File: src/rtl/form_trans_8_32_if.sv
// Byte-in / word-out bundle of the 8-to-32 frame reassembler.
//   din_8bit, din_8bit_en         : byte stream from the link receiver
//   dout_33bit, dout_33bit_en     : {sof, word} toward the frame FIFO
//   frame_done, frame_err         : end-of-frame and abort/drop pulses
// The slave modport is the reassembler; the master modport is the byte source
// and word sink around it.
interface form_trans_8_32_if;
    logic [7:0]  din_8bit;
    logic        din_8bit_en;
    logic [32:0] dout_33bit;
    logic        dout_33bit_en;
    logic        frame_done;
    logic        frame_err;

    modport master (
        output din_8bit, din_8bit_en,
        input  dout_33bit, dout_33bit_en, frame_done, frame_err
    );

    modport slave (
        input  din_8bit, din_8bit_en,
        output dout_33bit, dout_33bit_en, frame_done, frame_err
    );
endinterface

File: src/rtl/form_trans_8_32.sv
// Receive-side frame reassembler: collects a contiguous big-endian byte stream
// laid out as MAC_H(4) MAC_L(2) IP(4) PORT(4->2) DATA(4*DATA_WORDS) and emits
// 33-bit words {sof, word}. After a frame ends or aborts, GAP_CYCLES idle
// cycles are required before a new frame is accepted.
// Ports:
//   clk, rst       : clock, synchronous active-high reset
//   bus            : byte input / word output bundle (slave side)
//   current_state  : FSM state (test port)
//   byte_cnt       : byte index within the current field (test port)
//   word_cnt       : words emitted in the current frame (test port)
module form_trans_8_32 #(
    parameter int DATA_WORDS = 47,
    parameter int GAP_CYCLES = 8
) (
    input  logic               clk,
    input  logic               rst,
    form_trans_8_32_if.slave   bus,
    output logic [3:0]         current_state,
    output logic [1:0]         byte_cnt,
    output logic [5:0]         word_cnt
);

    localparam logic [3:0] S_IDLE   = 4'd0;
    localparam logic [3:0] S_MAC_H  = 4'd1;
    localparam logic [3:0] S_MAC_L  = 4'd2;
    localparam logic [3:0] S_IP     = 4'd3;
    localparam logic [3:0] S_PORT   = 4'd4;
    localparam logic [3:0] S_DATA   = 4'd5;
    localparam logic [3:0] S_GAP    = 4'd6;

    // Four header words precede the payload, so the final payload word is
    // being emitted while word_cnt still reads DATA_WORDS+3.
    localparam logic [5:0] LAST_WORD = 6'(DATA_WORDS + 3);
    localparam logic [5:0] GAP_LAST  = 6'(GAP_CYCLES - 1);

    logic [23:0] shreg;
    logic [5:0]  gap_cnt;
    logic [32:0] dout;
    logic        dout_en;
    logic        done;
    logic        err;

    logic        two_byte;
    logic        last_byte;
    logic [32:0] word_next;

    // Only the three most recent bytes are kept; the fourth byte of a word is
    // taken straight from the input on the capturing edge.
    always_comb begin
        two_byte  = (current_state == S_MAC_L) || (current_state == S_PORT);
        last_byte = two_byte ? (byte_cnt == 2'd1) : (byte_cnt == 2'd3);
        word_next = {1'b0, shreg, bus.din_8bit};
        if (current_state == S_MAC_H) begin
            word_next = {1'b1, shreg, bus.din_8bit};
        end else if (two_byte) begin
            word_next = {17'h0_0000, shreg[7:0], bus.din_8bit};
        end
    end

    always_ff @(posedge clk) begin
        if (rst) begin
            current_state <= S_IDLE;
            byte_cnt      <= 2'd0;
            word_cnt      <= 6'd0;
            gap_cnt       <= 6'd0;
            shreg         <= 24'h0;
            dout          <= 33'h0;
            dout_en       <= 1'b0;
            done          <= 1'b0;
            err           <= 1'b0;
        end else begin
            dout_en <= 1'b0;
            done    <= 1'b0;
            err     <= 1'b0;
            case (current_state)
                S_IDLE: begin
                    byte_cnt <= 2'd0;
                    if (bus.din_8bit_en) begin
                        shreg         <= {shreg[15:0], bus.din_8bit};
                        byte_cnt      <= 2'd1;
                        word_cnt      <= 6'd0;
                        current_state <= S_MAC_H;
                    end
                end
                S_MAC_H, S_MAC_L, S_IP, S_PORT, S_DATA: begin
                    if (!bus.din_8bit_en) begin
                        // Abort: partial word is dropped, emitted words stand.
                        err           <= 1'b1;
                        byte_cnt      <= 2'd0;
                        gap_cnt       <= 6'd0;
                        current_state <= S_GAP;
                    end else begin
                        shreg <= {shreg[15:0], bus.din_8bit};
                        if (last_byte) begin
                            dout     <= word_next;
                            dout_en  <= 1'b1;
                            word_cnt <= word_cnt + 6'd1;
                            byte_cnt <= 2'd0;
                            if (current_state != S_DATA) begin
                                current_state <= current_state + 4'd1;
                            end else if (word_cnt == LAST_WORD) begin
                                done          <= 1'b1;
                                gap_cnt       <= 6'd0;
                                current_state <= S_GAP;
                            end
                        end else begin
                            byte_cnt <= byte_cnt + 2'd1;
                        end
                    end
                end
                S_GAP: begin
                    if (bus.din_8bit_en) begin
                        // Byte inside the gap is dropped and the gap restarts.
                        err     <= 1'b1;
                        gap_cnt <= 6'd0;
                    end else if (gap_cnt == GAP_LAST) begin
                        gap_cnt       <= 6'd0;
                        current_state <= S_IDLE;
                    end else begin
                        gap_cnt <= gap_cnt + 6'd1;
                    end
                end
                default: begin
                    current_state <= S_IDLE;
                    byte_cnt      <= 2'd0;
                    gap_cnt       <= 6'd0;
                end
            endcase
        end
    end

    assign bus.dout_33bit    = dout;
    assign bus.dout_33bit_en = dout_en;
    assign bus.frame_done    = done;
    assign bus.frame_err     = err;

endmodule
File: src/flat_wrapper.sv
// flat-port wrapper written by rule: the top's interface ports become plain ports
module form_trans_8_32_flat 
#(
    parameter int DATA_WORDS = 47,
    parameter int GAP_CYCLES = 8
)
  (clk, rst, current_state, byte_cnt, word_cnt, bus_din_8bit, bus_din_8bit_en, bus_dout_33bit, bus_dout_33bit_en, bus_frame_done, bus_frame_err);
  form_trans_8_32_if bus_i ();
  input  logic clk;
  input  logic rst;
  output logic [3:0] current_state;
  output logic [1:0] byte_cnt;
  output logic [5:0] word_cnt;
  input wire logic [$bits(bus_i.din_8bit)-1:0] bus_din_8bit;
  input wire logic [$bits(bus_i.din_8bit_en)-1:0] bus_din_8bit_en;
  output wire logic [$bits(bus_i.dout_33bit)-1:0] bus_dout_33bit;
  output wire logic [$bits(bus_i.dout_33bit_en)-1:0] bus_dout_33bit_en;
  output wire logic [$bits(bus_i.frame_done)-1:0] bus_frame_done;
  output wire logic [$bits(bus_i.frame_err)-1:0] bus_frame_err;
  assign bus_i.din_8bit = bus_din_8bit;
  assign bus_i.din_8bit_en = bus_din_8bit_en;
  assign bus_dout_33bit = bus_i.dout_33bit;
  assign bus_dout_33bit_en = bus_i.dout_33bit_en;
  assign bus_frame_done = bus_i.frame_done;
  assign bus_frame_err = bus_i.frame_err;
  form_trans_8_32 #(.DATA_WORDS(DATA_WORDS), .GAP_CYCLES(GAP_CYCLES)) u_core (.clk(clk), .rst(rst), .bus(bus_i), .current_state(current_state), .byte_cnt(byte_cnt), .word_cnt(word_cnt));
endmodule
File: config.mk
export PLATFORM = sky130hd
export DESIGN_NAME = form_trans_8_32_flat
export DESIGN_NICKNAME = d
export VERILOG_FILES = /design/src/rtl/form_trans_8_32_if.sv /design/src/rtl/form_trans_8_32.sv /design/src/flat_wrapper.sv
export SDC_FILE = /design/constraint.sdc
export NUM_CORES = 1
export LEC_CHECK = 0
export ABC_AREA = 1
export BUFFER_PORTS_ARGS = -buffer_cell sky130_fd_sc_hd__buf_2
export CORE_UTILIZATION = 60
export CTS_BUF_LIST = sky130_fd_sc_hd__clkbuf_4 sky130_fd_sc_hd__clkbuf_8
export DETAILED_ROUTE_END_ITERATION = 7
export PLACE_DENSITY = 0.86
export SYNTH_ARGS = -nofsm -noshare
export SYNTH_HDL_FRONTEND = slang
export SYNTH_SLANG_ARGS = --single-unit
File: constraint.sdc
create_clock -name clk -period 5.2 [get_ports clk]
set_clock_uncertainty 0.05 [all_clocks]
set_input_delay 0.52 -clock clk [delete_from_list [all_inputs] [get_ports clk]]
set_output_delay 0.52 -clock clk [all_outputs]
set_load 0.05 [all_outputs]
==> results.toml <==
[run_status]
outcome = "complete, no violations"

[route]
viasPerCell = 5.42
drt_iter0_drc = 202
wirelength_mm = 7.19
drc = 0
num_vias = 3009
antenna_left = 0
drt-pass1-iter-count = 5
wl_per_cell_um = 13.0

[grt]
grt_first_pass_wirelength_mm = 12.1
grtUsageTotal_pct = 25.9
use_met1_pct = 33.3
antenna_found_initial = 0
grtUsageMet3_pct = 5.15
top_usage_layer = "met2"
grtUsageMet2_pct = 40.7
grt_start_max_net_pins = 33
globalRouteOverflowTotal = 0
grt_pass1_vias = 2660

[final_layout]
drive_gt1_share_pct = 21.4
syn_to_final_growth_pct = 14.9
diodes = 0
final_net_count = 498
fillers = 423
finalInstanceArea_um2 = 3810

[logic_synthesis]
netlist_top_cells_count = "dfxtp_1 (78), nand2_1 (78), nor2_1 (62), a21oi_1 (33), o21ai_0 (30)"
synth.avg_cell_area_um2 = 7.70
yosys_warnings = 0
synth_seq_cells = 78
synth-edff-count = 0
synth_flop_cell = "dfxtp_1"
synth_fp_nets = 449
netlist_top_cells_area = "dfxtp_1 (47%), nand2_1 (8.8%), nor2_1 (7.0%)"
synthesis.area_um2 = 3320
syn_inst = 431
yosysSeqAreaShare_pct = 47.1
synth_largest_area_cell = "dfxtp_1"
synthArstFlopShare_pct = 0
ys_types = 31
netlist.area_leader.share_pct = 47.1

[floorplan]
io_pins = 59
fp.coreArea_um2 = 5200
die-height_um = 76.4
start_util_pct = 63.7
rows = 26
die_x_um = 76.4
dieArea_um2 = 5830

[clock_network]
htreeDepth = 3
ctsHoldBuffers = 0
clk_latency_ns = 0.35
ctsResizeCount = 0
clockBufferDepth = 2
root_buffer = "clkbuf_8"
post-cts-setup-buffers = 0
cts_tree = "done"
cts_buffers = 9
clk_pin_slew_ns = 0.08
cts.sinks = 78

[flow_run]
drv_cap = 0

[place]
portBuffers = 58
hpwl_mm = 4.78
gp_congestion = 0.935
dpl-instance-area_um2 = 3580

[worst_setup_path]
slowest_delay_ns = 0.40
crit_fanout = 32
cp-end-kind = "flop"
required_ns = 5.40
slowest_stage = "dfxtp_1"
worstPathArrival_ns = 2.53
crit_family = "simple AND/OR/NAND/NOR gates"
worstSetupPathType = "reg2reg"
start_kind = "flop"
worstPathCellList = "inv_1 -> ha_1 -> nand3_2 -> nand2_2 -> nand2_1 -> nand3_1 -> nor2_4 -> inv_2 -> a21oi_1 -> nor2_1"
cp_num_buf_inv = 2

[pwr]
peakVddDrop_mv = 0.351
p_leak_nw = 1.73
power.density_nw_per_um2 = 513

[timing]
fmax_ghz = 0.429
setup_viol = 0
hold_viol = 0
rsz0062_at_grt = "false"
maxSlewViolCount = 0
setup_tns_ns = 0
min_period_ns = 2.33
relSlewSlack_pct = 28.7
tightest_slew_ns = 1.06
min_period_over_period_pct = 44.9

[worst_hold_path]
hold_class = "in2reg"
-- through the flow --
| step | power, mW | std cells | worst slack (ns) | hold slack, ns | utilization, % |
|---|---|---|---|---|---|
| floorplan | 1.32 | 431 | 3.00 | 0.387 | - |
| global placement | 1.43 | 539 | 2.89 | 0.398 | 68.9 |
| detailed placement | 1.45 | 539 | 2.86 | 0.400 | 68.9 |
| CTS | 1.96 | 555 | 2.88 | 0.358 | 73.2 |
| global route | 2.07 | 555 | 2.66 | 0.370 | 73.2 |
| finish | 1.96 | 555 | 2.87 | 0.365 | 73.2 |
-- kinds of logic (layout without fill, tap and decap cells) --
kind of cell | after synthesis | count (layout) | synth area share [%]
simple gates | 191 | 191 | 25.4
buf+inv | 58 | 112 | 7.77
compound gates | 93 | 93 | 16.1
xor+xnor | 4 | 4 | 1.06
flops | 78 | 78 | 47.1
fa+ha+maj | 7 | 7 | 2.64
-- metal layers --
metal  vias to the layer above  wire [um]
li1                       1506          -
met1                      1381       3230
met2                       104       3370
met3                        18        406
met4                         0        186
met5                         -          0
-- worst reg2reg max path: stages, from the launching register on --
cell	delay [ns]
dfxtp_1	0.40
inv_1	0.12
ha_1	0.24
nand3_2	0.10
nand2_2	0.08
nand2_1	0.06
nand3_1	0.17
nor2_4	0.39
inv_2	0.33
a21oi_1	0.25
nor2_1	0.05
-- cell usage in the layout, fill, tap and decap left out, types with 2 or more instances in the layout --
cell type,netlist,layout
a211oi_1,9,9
a21oi_1,33,33
buf_2,5,58
bufinv_16,0,2
clkbuf_8,0,10
clkinv_4,0,2
dfxtp_1,78,78
ha_1,7,7
inv_1,29,29
inv_2,8,8
nand2_1,78,78
nand2_2,3,3
nand2_4,4,4
nand3_1,29,29
nand4_1,6,6
nor2_1,62,62
nor2_4,2,2
nor3_1,2,2
o21ai_0,30,30
o21ai_1,8,8
o21ai_2,8,8
o21bai_1,3,3
xnor2_1,2,2
xor2_1,2,2
-- area by class of cell --
| type | instances | area [um^2] | area share, % |
|---|---|---|---|
| clock buffers | 11 | 145 | 3.81 |
| clock inverters | 5 | 82.6 | 2.17 |
| inverters | 37 | 139 | 3.64 |
| multi-input cells | 295 | 1500 | 39.3 |
| flip-flops and latches | 78 | 1560 | 41.0 |
| well taps | 70 | 87.6 | 2.30 |
| repair buffers | 59 | 298 | 7.81 |
-- report_power, final --
part           leakage [nW]  internal (mW)  switching (mW)
combinational         0.979          0.176           0.492
sequential            0.634          0.705          0.0768
clock                 0.117          0.290           0.216
total                  1.73           1.17           0.785
-- registers in the layout (all words and copies together) (netlist names) --
register                  cells
u_core.current_state          4
u_core.bus.frame_err          1
u_core.word_cnt               6
u_core.bus.dout_33bit        33
u_core.bus.frame_done         1
u_core.gap_cnt                6
u_core.byte_cnt               2
u_core.bus.dout_33bit_en      1
u_core.shreg                 24
-- final timing paths --
| kind | startpoint | endpoint | slack (ns) | cells after the start |
|---|---|---|---|---|
| worst max register to register | u_core.current_state[0]$_SDFFE_PP0P_ | u_core.bus.dout_33bit[32]$_SDFFE_PP0P_ | 2.87 | 10 |
| worst max-delay path | u_core.current_state[0]$_SDFFE_PP0P_ | u_core.bus.dout_33bit[32]$_SDFFE_PP0P_ | 2.87 | 10 |
| worst min-delay path | bus_din_8bit[2] | u_core.bus.dout_33bit[2]$_SDFFE_PP0P_ | 0.37 | 3 |
| worst min register to register | u_core.shreg[18]$_SDFFE_PP0P_ | u_core.bus.dout_33bit[26]$_SDFFE_PP0P_ | 0.41 | 2 |
Power figures use the tool's default switching activity.
